## config.mk

```make
export PLATFORM = sky130hd
export DESIGN_NAME = countdown_timer
export DESIGN_NICKNAME = d
export VERILOG_FILES = /design/src/rtl/countdown_pkg.sv /design/src/rtl/countdown_timer.sv
export SDC_FILE = /design/constraint.sdc
export NUM_CORES = 1
export LEC_CHECK = 0
export ABC_AREA = 1
export CAP_MARGIN = 25
export CORE_MARGIN = 2
export CORE_UTILIZATION = 34
export CTS_CLUSTER_SIZE = 25
export DETAILED_ROUTE_END_ITERATION = 16
export GPL_ROUTABILITY_DRIVEN = 0
export PLACE_DENSITY_LB_ADDON = 0.12
export SLEW_MARGIN = 5
export SYNTH_ARGS = -nofsm -noshare
export SYNTH_HDL_FRONTEND = slang
export SYNTH_SLANG_ARGS = --single-unit
```

## constraint.sdc

```tcl
create_clock -name i_clk -period 2.1 [get_ports i_clk]
set_input_delay 0.42 -clock i_clk [delete_from_list [all_inputs] [get_ports i_clk]]
set_output_delay 0.42 -clock i_clk [all_outputs]
set_load 0.05 [all_outputs]
```

## src/rtl/countdown_pkg.sv

```systemverilog
// countdown_pkg
// Shared declarations for the loadable countdown timer.
//   state_t : controller state. IDLE accepts loads; RUN counts down.
package countdown_pkg;

    typedef enum logic {
        IDLE = 1'b0,
        RUN  = 1'b1
    } state_t;

endpackage : countdown_pkg

```

## src/rtl/countdown_timer.sv

```systemverilog
// countdown_timer
// Loadable down-counter with a one-cycle terminal pulse. It supports
// one-shot or periodic (auto-reload) operation.
//
// Ports
//   i_clk          clock, rising edge
//   i_rst_n        asynchronous, active-low reset
//   i_load_valid   load request (held by producer until o_load_ready)
//   o_load_ready   high while IDLE
//   i_load_val     start value N, sampled on handshake
//   i_auto_reload  periodic mode, sampled on handshake
//   i_en           decrement enable, honoured only in RUN
//   i_abort        cancel a running countdown, honoured only in RUN
//   o_cnt          current count (registered)
//   o_busy         high while RUN
//   o_tc           registered one-cycle expiry pulse
module countdown_timer
    import countdown_pkg::*;
#(
    parameter int WIDTH = 8
) (
    input  logic             i_clk,
    input  logic             i_rst_n,
    input  logic             i_load_valid,
    output logic             o_load_ready,
    input  logic [WIDTH-1:0] i_load_val,
    input  logic             i_auto_reload,
    input  logic             i_en,
    input  logic             i_abort,
    output logic [WIDTH-1:0] o_cnt,
    output logic             o_busy,
    output logic             o_tc
);

    localparam logic [WIDTH-1:0] CNT_ZERO = '0;
    localparam logic [WIDTH-1:0] CNT_ONE  = {{(WIDTH-1){1'b0}}, 1'b1};

    state_t           state_reg,  state_next;
    logic [WIDTH-1:0] cnt_reg,    cnt_next;
    logic [WIDTH-1:0] reload_reg, reload_next;
    logic             flag_reg,   flag_next;
    logic             tc_reg,     tc_next;

    // All state lives in this single register block. The next values are
    // computed below.
    always_ff @(posedge i_clk or negedge i_rst_n) begin
        if (!i_rst_n) begin
            state_reg  <= IDLE;
            cnt_reg    <= CNT_ZERO;
            reload_reg <= CNT_ZERO;
            flag_reg   <= 1'b0;
            tc_reg     <= 1'b0;
        end else begin
            state_reg  <= state_next;
            cnt_reg    <= cnt_next;
            reload_reg <= reload_next;
            flag_reg   <= flag_next;
            tc_reg     <= tc_next;
        end
    end

    always_comb begin
        state_next  = state_reg;
        cnt_next    = cnt_reg;
        reload_next = reload_reg;
        flag_next   = flag_reg;
        tc_next     = 1'b0;

        unique case (state_reg)
            IDLE: begin
                // i_en and i_abort are ignored here. A load always wins.
                if (i_load_valid) begin
                    if (i_load_val != CNT_ZERO) begin
                        cnt_next    = i_load_val;
                        reload_next = i_load_val;
                        flag_next   = i_auto_reload;
                        state_next  = RUN;
                    end else begin
                        // A zero-length countdown expires immediately
                        // without ever entering RUN.
                        cnt_next  = CNT_ZERO;
                        flag_next = 1'b0;
                        tc_next   = 1'b1;
                    end
                end
            end
            RUN: begin
                if (i_abort) begin
                    // Abort outranks expiry, so no pulse is produced.
                    cnt_next   = CNT_ZERO;
                    state_next = IDLE;
                end else if (i_en && (cnt_reg == CNT_ONE)) begin
                    tc_next = 1'b1;
                    if (flag_reg) begin
                        cnt_next = reload_reg;
                    end else begin
                        cnt_next   = CNT_ZERO;
                        state_next = IDLE;
                    end
                end else if (i_en) begin
                    // In RUN the count is at least 1, so it cannot wrap.
                    cnt_next = cnt_reg - CNT_ONE;
                end
            end
            default: begin
                state_next = IDLE;
            end
        endcase
    end

    assign o_load_ready = (state_reg == IDLE);
    assign o_busy       = (state_reg == RUN);
    assign o_cnt        = cnt_reg;
    assign o_tc         = tc_reg;

endmodule : countdown_timer

```

# Word-level counts from Yosys, hierarchy flattened
# Cells that the tools add are included.
op_classes:
  n_lt_le_gt_ge: 0
  n_eq_ne: 3
  bitwise_logic: 1
  n_shift: 0
  n_reduce_logical: 5
  multipliers: 0
  div: 0
  n_addsub: 1
  muxes: 19
ops:
  columns: ["cell", "count"]
  rows:
  - ["$mux 8", 6]
  - ["$pmux 8 s2", 1]
  - ["$mux 1", 10]
  - ["$eq 8x1->1 const B", 1]
  - ["$reduce_bool 8->1", 1]
  - ["$sub 8x1->8 const B", 1]
  - ["$ne 4x3->1 const B", 1]
  - ["$pmux 1 s2", 2]
  - ["$reduce_and 2->1", 2]
  - ["$reduce_and 3->1", 1]
  - ["$ne 2x2->1 const B", 1]
  - ["$logic_and 1x1->1", 1]
  - ["$not 1->1", 1]
totals:
  in_bits: 14
  ram_bits: 0
  elab_cells: 34
  rom_bits: 0
  latch_bits: 0
  n_memories: 0
  register_bits: 19
  output_inout_bits: 11

# Longest topological paths before layout
depth:
  depth_word: 5
  depth_mapped: 10
  depth_no_buf: 9

# Worst setup path before layout
# No wires, ideal clock.
synth_timing:
  path_kind: "register -> register"
  startpoint: "register cnt_reg[0], in the netlist o_cnt[0]"
  endpoint: "register cnt_reg[6], in the netlist o_cnt[6]"
  path_slack_ps: 429
  required_time_ps: 1978
  path_stages_with_launch: 10
  period_less_slack_ps: 1671
  setup_ps: 122
  path_buffers: 1
  t_arrival_ps: 1549
  path_cell_list: "dfrtp_1 -> ha_1 -> nand2_1 -> nor2_4 -> nand2_4 -> buf_6 -> nor2_1 -> nor2_1 -> nand2_1 -> a21oi_2"
synth_between:
  elab_chain_cells: 5
  word_cells_on_any_way: 9
  cone_classes: "add/sub: 1; eq/ne: 2; mux: 4; reduce/logical: 2"
synth_lines:
  columns: ["element", "line", "text"]
  rows:
  - ["from (decl)", "countdown_timer.sv:39", "logic [WIDTH-1:0] cnt_reg, cnt_next;"]
  - ["from (signal assigned)", "countdown_timer.sv:55", "cnt_reg <= cnt_next;"]
  - ["$sub 8x1->8 or $eq 8x1->1 (tied branches)", "countdown_timer.sv:102, countdown_timer.sv:92", null]
  - ["$mux 8 or $logic_and 1x1->1 (tied branches)", "countdown_timer.sv:100, countdown_timer.sv:92", null]
  - ["$mux 8", "countdown_timer.sv:92", "end else if (i_en && (cnt_reg == CNT_ONE)) begin"]
  - ["$mux 8", "countdown_timer.sv:88", "if (i_abort) begin"]
  - ["$pmux 8 s2", "countdown_timer.sv:69", "unique case (state_reg)"]
# Several ways; a longest one is shown, not always the timed one. The select of a mux whose other input is x is not followed.
# A chain may end at the register's enable or synchronous reset.

# Worst setup path in the final report
layout_timing:
  startpoint: "register cnt_reg[2], in the netlist o_cnt[2]"
  endpoint: "output port o_cnt[2]"
layout_rtl:
  columns: ["element", "line", "text"]
  rows:
  - ["to (decl)", "countdown_timer.sv:30", "output logic [WIDTH-1:0] o_cnt,"]
# No word-level cell between the ends.

==> metrics.txt <==
die area=3850 um^2; Power per Cell Area=933 nW/um^2; number of diodes=0; cts repair resizes=0; RSZ-0062 raised after global routing=no; net switching power=625 uW; final setup margin=0.0882 ns; Worst-Margin Slew=0.491 ns; DRC viols=0; Storage cell area=475 um^2; total track usage=0.173; via density per instance=4.63; Routed wire per std cell=12.3 um; worst-path fanout max=5; drt initial violations=61; CP top delay family=buffers and inverters; max-slew violation count=0; Critical Path RT=1.68 ns; cell-internal power=748 uW; dpl hpwl=2240 um; cell area after synthesis=1140 um^2; Critical Path End Type=primary output; via count=1087; Hold Path Class=in2async; Max stage delay on crit path=0.84 ns; CTS buffer count=3; Leakage=0.000738 uW; YS warnings=0; Max VDD drop=323 uV; Final setup viols=0; Die W=62.0 um; Place WS=0.272 ns; FF+latch count, synth=19; Gate power share=0.478; Root Buffer=clkbuf_4; EDFF count, synth=0; Clock Path Buffers=2; CP cell instances=clkdlybuf4s50_1; ys flop type=dfrtp_1; critical path type=reg2out; post-layout net count=206; Port Buffers=24; CTS tree=done; Final Hold Viols=0; first-pass GRT wire length=4900 um; H-Tree Depth=1; part of the power in registers=0.385; # IOs=25; status=finished, final reports clean; grt ovf=0; Reg clk slew, reported paths=0.11 ns; Mean Syn Cell Area=7.11 um^2; # rows=21; setup tns final=0 ns; pin count of the biggest net entering global routing=20; fraction of layout cells with a size suffix above 1=0.111; WP buf/inv=1; period utilization=0.958; initial antenna violation count=0; Clock Latency Late Sink=0.29 ns; first-pass detailed-route iteration total=4; CTS Hold Bufs=0; die height=62.0 um; area growth from synthesis to layout=28.5%; Seq/Total Area, Yosys=0.415; MaxCap Viol Count=0; CP arrival=1.59 ns; Multi-input gate area=584 um^2; Initial Util=0.349; Tmin final=2.01 ns; Synthesized Nets=177; Routed Wire Length=2900 um; Slowest-stage cell, CP=clkdlybuf4s50_1; f_max=497 MHz; Synth cell types=22; Fin Hold WS=0.447 ns; CP Launch Type=flip-flop; Slew HR=0.671; Antenna Nets Post-Route=0; Setup Buffers After CTS=0; ys async rst share=1.00; Net Sw Frac=0.455; # fillers=351; Synth Instances=161; clk_skew=0.00259 ns; Clk pwr share=0.137; core area=3280 um^2; Sink Count=19; vias in the first global route=1024
[power by group through the flow]
stage | sequential [uW] | clock, uW | combinational [uW]
2_1_floorplan | 673 | 0 | 298
3_3_place_gp | 534 | 0 | 658
3_5_place_dp | 537 | 0 | 656
4_1_cts | 530 | 196 | 660
5_1_grt | 545 | 205 | 727
6_report | 529 | 189 | 656
[per-layer routing]
metal  vias to the layer above  GRT usage  wire [um]
met5                         -          0          0
li1                        572          -          -
met1                       488      0.249       1460
met4                         0     0.0486         30
met2                        23      0.271       1290
met3                         4     0.0228        111
[per-stage QoR]
| step | std cells | power [uW] | instance area, um^2 | utilization |
|---|---|---|---|---|
| finish | 235 | 1370 | 1470 | 0.448 |
| global route | 235 | 1480 | 1470 | 0.448 |
| CTS | 235 | 1390 | 1470 | 0.448 |
| detailed placement | 231 | 1190 | 1450 | 0.440 |
| global placement | 231 | 1190 | 1450 | 0.440 |
| floorplan | 161 | 971 | 1140 | - |
[layout make-up]
cell class	instances	share of cell area
multi-input cells	122	0.397
flip-flops and latches	19	0.323
repair buffers	28	0.182
inverters	16	0.0408
well taps	46	0.0391
clock buffers	4	0.0179
[cells in the mapped netlist (2+ instances only)]
| master | count | area (um^2) |
|---|---|---|
| a21oi_1 | 15 | 75.1 |
| buf_2 | 2 | 10.0 |
| dfrtp_1 | 19 | 475 |
| ha_1 | 2 | 25.0 |
| inv_1 | 12 | 45.0 |
| inv_2 | 4 | 15.0 |
| nand2_1 | 51 | 191 |
| nand3_1 | 21 | 105 |
| nand3_2 | 2 | 20.0 |
| nor2_1 | 18 | 67.6 |
| nor2_2 | 2 | 12.5 |
| nor4_1 | 2 | 12.5 |
| o21ai_0 | 2 | 10.0 |
[placed cells by master (no fill, tap or decap)]
| cell type | n |
|---|---|
| o22ai_2 | 1 |
| o21ai_0 | 2 |
| clkdlybuf4s50_1 | 23 |
| nor4_1 | 2 |
| nor2_2 | 2 |
| clkbuf_1 | 1 |
| inv_1 | 12 |
| inv_2 | 4 |
| buf_4 | 5 |
| xor2_1 | 1 |
| clkbuf_4 | 3 |
| dfrtp_1 | 19 |
| nand2_4 | 1 |
| a21oi_2 | 1 |
| a21oi_1 | 15 |
| nand2_2 | 1 |
| nor2_1 | 18 |
| ha_1 | 2 |
| nand3_2 | 2 |
| nand3_1 | 21 |
| nand2_1 | 51 |
| nor2_4 | 1 |
| o22ai_1 | 1 |
[logic make-up (layout without fill, tap and decap cells)]
kind of cell / Yosys count / after routing / synth area share
xor gates and xnor gates: 1 / 1 / 0.00765
AOI/OAI and AO/OA: 20 / 20 / 0.0984
buffers and inverters: 20 / 48 / 0.0743
adders and majority gates: 2 / 2 / 0.0219
and+or+nand+nor: 99 / 99 / 0.383
DFF: 19 / 19 / 0.415
[final timing paths]
| path | to | from | cells past startpoint | slack, ns |
|---|---|---|---|---|
| max reg2reg | o_cnt[3] | o_cnt[1] | 9 | 0.51 |
| min reg2reg | reload_reg[1] | reload_reg[1] | 2 | 0.49 |
| max in group asynchronous | reload_reg[6] | i_rst_n | 2 | 1.45 |
| max | o_cnt[2] | o_cnt[2] | 1 | 0.09 |
| min | o_cnt[1] | i_rst_n | 2 | 0.45 |
| min in group i_clk | reload_reg[1] | reload_reg[1] | 2 | 0.49 |
Power figures use the tool's default switching activity.
